===== src/rtl/uart_arb_pkg.sv =====
// Shared types and constants for the UART transmit arbiter.
// UART_ARB_CKSUM_EN selects 3-byte packets (cmd, data, checksum) instead of 2.
package uart_arb_pkg;

    typedef enum logic [1:0] {IDLE, SEND, WAIT} arb_state_t;

    localparam int NUM_CLIENTS = 2;

`ifdef UART_ARB_CKSUM_EN
    localparam logic [1:0] PKT_LAST = 2'd2;
`else
    localparam logic [1:0] PKT_LAST = 2'd1;
`endif

endpackage


===== src/rtl/uart_rr_arb.sv =====
// Two-way round-robin selector; combinational, the last_owner register lives in the parent.
module uart_rr_arb
    import uart_arb_pkg::*;
(
    input  logic [NUM_CLIENTS-1:0] req,
    input  logic                   last_owner,
    output logic                   valid,
    output logic                   winner
);

    always_comb begin
        valid  = |req;
        // On a tie the client that did not go last wins; otherwise the sole requester.
        winner = (req == 2'b11) ? ~last_owner : req[1];
    end

endmodule


===== src/rtl/uart_tx_arb.sv =====
// Two-client round-robin arbiter and byte sequencer in front of the shared UART_tx.
// UART_ARB_CKSUM_EN appends a (cmd + data) mod 256 checksum byte to every packet.
module uart_tx_arb
    import uart_arb_pkg::*;
(
    input  logic                   clk,
    input  logic                   rst_n,
    input  logic [NUM_CLIENTS-1:0] req,
    input  logic [7:0]             cmd0,
    input  logic [7:0]             data0,
    input  logic [7:0]             cmd1,
    input  logic [7:0]             data1,
    output logic [NUM_CLIENTS-1:0] gnt,
    output logic [NUM_CLIENTS-1:0] cmplt,
    output logic                   busy,
    output logic                   trmt,
    output logic [7:0]             tx_data,
    input  logic                   tx_done
);

    arb_state_t state;
    logic [7:0] pkt_cmd;
    logic [7:0] pkt_data;
    logic [1:0] byte_idx;
    logic       owner;
    logic       last_owner;
    logic       arb_valid;
    logic       arb_winner;
    logic [7:0] win_cmd;
    logic [7:0] win_data;
    logic [7:0] next_byte;

    uart_rr_arb u_rr_arb (
        .req        (req),
        .last_owner (last_owner),
        .valid      (arb_valid),
        .winner     (arb_winner)
    );

    assign win_cmd  = arb_winner ? cmd1  : cmd0;
    assign win_data = arb_winner ? data1 : data0;
    assign busy     = (state != IDLE);

    // Byte that follows byte_idx in the latched packet.
    always_comb begin
`ifdef UART_ARB_CKSUM_EN
        next_byte = (byte_idx == 2'd0) ? pkt_data : pkt_cmd + pkt_data;
`else
        next_byte = pkt_data;
`endif
    end

    always_ff @(posedge clk or negedge rst_n) begin
        if (!rst_n) begin
            state      <= IDLE;
            pkt_cmd    <= 8'h00;
            pkt_data   <= 8'h00;
            byte_idx   <= 2'd0;
            owner      <= 1'b0;
            last_owner <= 1'b1;
            gnt        <= '0;
            cmplt      <= '0;
            trmt       <= 1'b0;
            tx_data    <= 8'h00;
        end else begin
            gnt   <= '0;
            cmplt <= '0;
            trmt  <= 1'b0;
            case (state)
                IDLE: begin
                    if (arb_valid) begin
                        pkt_cmd    <= win_cmd;
                        pkt_data   <= win_data;
                        owner      <= arb_winner;
                        last_owner <= arb_winner;
                        byte_idx   <= 2'd0;
                        gnt        <= arb_winner ? 2'b10 : 2'b01;
                        trmt       <= 1'b1;
                        tx_data    <= win_cmd;
                        state      <= SEND;
                    end
                end
                SEND: begin
                    state <= WAIT;
                end
                WAIT: begin
                    // tx_done was cleared by the UART on the trmt edge, so a 1 here is fresh.
                    if (tx_done) begin
                        if (byte_idx == PKT_LAST) begin
                            cmplt <= owner ? 2'b10 : 2'b01;
                            state <= IDLE;
                        end else begin
                            byte_idx <= byte_idx + 2'd1;
                            trmt     <= 1'b1;
                            tx_data  <= next_byte;
                            state    <= SEND;
                        end
                    end
                end
                default: state <= IDLE;
            endcase
        end
    end

endmodule


===== config.mk =====
export PLATFORM = sky130hd
export DESIGN_NAME = uart_tx_arb
export DESIGN_NICKNAME = d
export VERILOG_FILES = /design/src/rtl/uart_arb_pkg.sv /design/src/rtl/uart_rr_arb.sv /design/src/rtl/uart_tx_arb.sv
export SDC_FILE = /design/constraint.sdc
export NUM_CORES = 1
export LEC_CHECK = 0
export CAP_MARGIN = 10
export CORE_ASPECT_RATIO = 0.7
export CORE_MARGIN = 1
export CORE_UTILIZATION = 41
export CTS_BUF_LIST = sky130_fd_sc_hd__clkbuf_2 sky130_fd_sc_hd__clkbuf_4 sky130_fd_sc_hd__clkbuf_8
export DETAILED_ROUTE_END_ITERATION = 10
export MAX_ROUTING_LAYER = met4
export PLACE_DENSITY_LB_ADDON = 0.25
export SLEW_MARGIN = 20
export SYNTH_ARGS = -nofsm -noshare
export SYNTH_HDL_FRONTEND = slang
export SYNTH_SLANG_ARGS = --single-unit

===== constraint.sdc =====
create_clock -name clk -period 1.6 [get_ports clk]
set_clock_uncertainty 0.05 [all_clocks]
set_input_delay 0.32 -clock clk [delete_from_list [all_inputs] [get_ports clk]]
set_output_delay 0.32 -clock clk [all_outputs]
set_load 0.02 [all_outputs]

## Yosys cells after proc, flatten, opt, wreduce, memory -nomap -nowiden

Cells that the tools add are included.

- Register bits after elaboration: 27
- Bits in latches: 0
- Bits in writable memories: 0
- Bits in read-only memories: 0
- Bits of input ports: 37
- Output and inout bits: 14
- Logic and storage cells: 51
- Memories: 0

- Add/subtract/negate cells: 1
- $mul: 0
- Divide/modulo/power cells: 0
- $lt $le $gt $ge: 0
- Eq/ne operators: 7
- Shift-type cells: 0
- Multiplexer cells: 26
- Bitwise logic cells: 1
- Reduce and logical (&&, ||, !) cells: 7

Operators with widths:

| operator | number |
|---|---|
| $mux 8 | 5 |
| $mux 2 | 12 |
| $pmux 8 s2 | 1 |
| $ne 2x2->1 const B | 3 |
| $pmux 2 s3 | 1 |
| $mux 1 | 5 |
| $eq 2x1->1 const B | 2 |
| $eq 2x2->1 const B | 2 |
| $pmux 2 s2 | 1 |
| $reduce_and 2->1 | 2 |
| $reduce_and 4->1 | 1 |
| $reduce_bool 2->1 | 2 |
| $add 2x1->2 const B | 1 |
| $logic_not 2->1 | 1 |
| $pmux 1 s2 | 1 |
| $reduce_or 2->1 | 1 |
| $not 1->1 | 1 |

## Longest topological paths before layout

- Depth in word-level cells: 5
- Mapped depth: 6
- Depth with buffers taken out: 5

## By module

A second synthesis with hierarchy kept.

- Cells, all modules: 107
- Area total of the unflattened synthesis: 1368.8 µm²

By module, submodules not included:

| module | times used | cells an instance | area each (µm²) | seq. area each (µm²) |
|---|---|---|---|---|
| uart_tx_arb | 1 | 105 | 1355.0 | 676.9 |
| uart_rr_arb | 1 | 2 | 13.8 | 0.0 |

## Worst setup path before layout

Ideal clock, no wire load.

- Kind: register -> register
- From: reg byte_idx[0]
- To: reg tx_data[0]
- Setup time: 95 ps
- Data arrival time: 1270 ps
- Data required time: 1455 ps
- Path slack: 184 ps
- Stages on the path, launching flop included: 6
- Buffers on the path: 1
- Period minus slack after synthesis: 1416 ps
- Path through: dfrtp_1 > ha_1 > and3b_1 > buf_1 > o211ai_1 > o31ai_1

- Longest elaborated chain between the ends: 3

RTL lines:

| element | RTL line | text |
|---|---|---|
| start: declaration | uart_tx_arb.sv:24 | `logic [1:0] byte_idx;` |
| start signal: assignment | uart_tx_arb.sv:93 | `byte_idx <= byte_idx + 2'd1;` |
| $eq 2x1->1 | uart_tx_arb.sv:89 | `if (byte_idx == PKT_LAST) begin` |
| $ne 2x2->1 (no source line) | -- |  |
| $reduce_and 4->1 (no source line) | -- |  |
| end signal: assignment | uart_tx_arb.sv:79 | `tx_data <= win_cmd;` |
| end signal: assignment | uart_tx_arb.sv:95 | `tx_data <= next_byte;` |
| end: declaration | uart_tx_arb.sv:17 | `output logic [7:0] tx_data,` |

No other way between the ends.
A chain may end at the register's enable or synchronous reset.

## Worst setup path in the final report

- From: reg byte_idx[0]
- To: reg tx_data[3]

The elaborated chain is that of the path after synthesis.

==> metrics <==
DRC viols 0; Power Dens Cells 1620 nW/um2; WP data required 1.73 ns; Tmin final 1.53 ns; die area 3650 um2; Die Wd 71.8 um; Slew @ Worst Pin 0.350 ns; Max FO, Critical Path 8; CTS H-tree depth 1; Leak 0.958 nW; Critical Path Start Type flop; Slew Viols, Final 0; critical path arrival 1.66 ns; Total Routing Usage GR 22.4%; share of cells above drive strength 1 15.9%; Starting Density 43.8%; drt total wl 3690 um; WP buf/inv 0; fmax 0.655 GHz; Synth async-reset ratio 100%; post-detail-place hpwl 2780 um; nets 234; ANT nets after route 0; worst stage delay on the critical path 0.41 ns; die height 50.9 um; port bufs 50; Top Ports 51; unique cell type count in the Yosys netlist 32; most common cell after layout, fill and taps aside clkdlybuf4s50_1; Mean Syn Cell Area 10.2 um2; CTS clk-pin slew, worst paths 0.09 ns; Max-Cap Viols 0; Setup CP Type reg2reg; run status complete, no violations; cells along the critical path ha_1, and3b_2, o211ai_1, o31ai_1; Mapped Cells 137; register bit total from synthesis 27; Hold Fails Final Rpt 0; TritonCTS clock tree done; largest net degree at the start of global routing 28; Post-synth EDFFs 0; Via-to-Cell Ratio 5.62; ys flop type dfrtp_1; WHS 0.362 ns; number of diodes 0; cts hold-fix bufs 0; vias 1309; number of global-route vias before repair 1331; grt ovf 0; CTS Sinks 27; latest clock arrival within the worst-skew pair 0.28 ns; hold crit path type in2async; core area 3190 um2; setup TNS 0 ns; Max VDD drop 739 uV; CP delay by family, top flip-flops; Post-Syn Area 1400 um2; Avg WL per Cell 15.8 um; Ys Warns 0; endpoints failing setup 0; first-pass GRT wire length 6000 um; Row Count 17; DRT Pass-1 Iters 4; total CTS buffers 3; Period Utilization, post-route 95.4%; routability cong. 0.897; commonest non-fill, non-tap cells in the layout 36 x clkdlybuf4s50_1, 26 x dfrtp_1, 18 x o211ai_1; initial antenna violation count 0; syn_nets 175; CP endpoint kind flop; total power 3.34 mW; DRT iter0 DRCs 128; Crit-path slowest cell dfrtp_1; sequential-to-total area share from yosys stat 48.4%; CTS Root Buffer Type clkbuf_8; RSZ-0062 raised after global routing false; worst rel slew slack 76.6%; Area Growth Syn to Fin 47.0%; clk buf depth 2
[synthesized netlist by cell type, drive strengths merged, types with 2 or more instances]
cell | number | share of area [%]
nor2 | 5 | 1.7
and3 | 3 | 1.3
nor3 | 17 | 6.4
o21ai | 14 | 5.0
inv | 3 | 0.80
nand2 | 2 | 0.54
dfrtp | 26 | 47
o31ai | 8 | 4.3
a221o | 3 | 2.1
o211ai | 18 | 9.7
mux2i | 5 | 3.6
a21o | 2 | 1.1
nand2b | 9 | 4.0
buf | 11 | 4.7
[stage by stage]
step / setup slack (ns) / cell area (um2) / utilization [%] / cells
after floorplan: 0.184 / 1400 / - / 137
after global placement: -0.0718 / 2000 / 62.7 / 228
after detailed placement: -0.180 / 2000 / 62.7 / 228
after CTS: 0.00104 / 2040 / 63.9 / 232
after global routing: 0.0158 / 2060 / 64.5 / 233
final: 0.0730 / 2060 / 64.5 / 233
[path summary, 6_finish.rpt]
| path | from | end | slack [ns] | depth (start not counted) |
|---|---|---|---|---|
| min in group clk | owner | cmplt[0] | 0.45 | 1 |
| hold reg to reg | owner | cmplt[0] | 0.45 | 1 |
| max in group asynchronous | rst_n | last_owner | 0.83 | 2 |
| hold / removal | rst_n | tx_data[1] | 0.36 | 2 |
| setup reg to reg | byte_idx[0] | tx_data[3] | 0.07 | 4 |
| setup / recovery | byte_idx[0] | tx_data[3] | 0.07 | 4 |
[timing repair]
| item | 4_1_cts | 5_1_grt |
|---|---|---|
| setup endpoints to repair | 9 | 14 |
| pin swaps | 0 | 1 |
| resized for setup | 9 | 8 |
| buffers inserted | 0 | 1 |
| hold endpoints to repair | 0 | 0 |
[area by class of cell]
| cell class | count | area, um2 |
|---|---|---|
| clock buffers | 3 | 41.3 |
| clock inverters | 1 | 7.51 |
| fillers | 260 | 1130 |
| inverters | 4 | 15.0 |
| multi-input cells | 94 | 638 |
| flip-flops and latches | 27 | 677 |
| well taps | 38 | 47.5 |
| repair buffers | 66 | 631 |
[sequential cells by signal (all words and copies together) (netlist names)]
signal,flops
byte_idx,2
owner,1
last_owner,1
state,2
tx_data,8
next_byte,8
gnt,2
cmplt,2
trmt,1
[report_power, final]
part | leakage (nW) | switching, mW | total, mW | internal, mW
Combinational | 0.598 | 0.962 | 1.78 | 0.820
Clock | 0.0217 | 0.224 | 0.401 | 0.177
Sequential | 0.338 | 0.162 | 1.15 | 0.993
Total | 0.958 | 1.35 | 3.34 | 1.99
[kinds of logic (layout without fill, tap and decap cells)]
| logic type | Yosys count | count (layout) | share of synthesized area, % |
|---|---|---|---|
| AOI/OAI and AO/OA | 48 | 48 | 24.4 |
| adders and majority gates | 1 | 1 | 0.894 |
| buffers and inverters | 16 | 74 | 6.08 |
| DFF | 27 | 27 | 48.4 |
| muxes | 5 | 5 | 3.58 |
| and+or+nand+nor | 40 | 40 | 16.6 |
[routing by layer]
layer	global-route usage (%)	part of all wire, %
met1	29.8	46
met2	34.9	46
met3	4.54	6.9
met4	7.19	1.0
met5	-	0
Power figures use the tool's default switching activity.
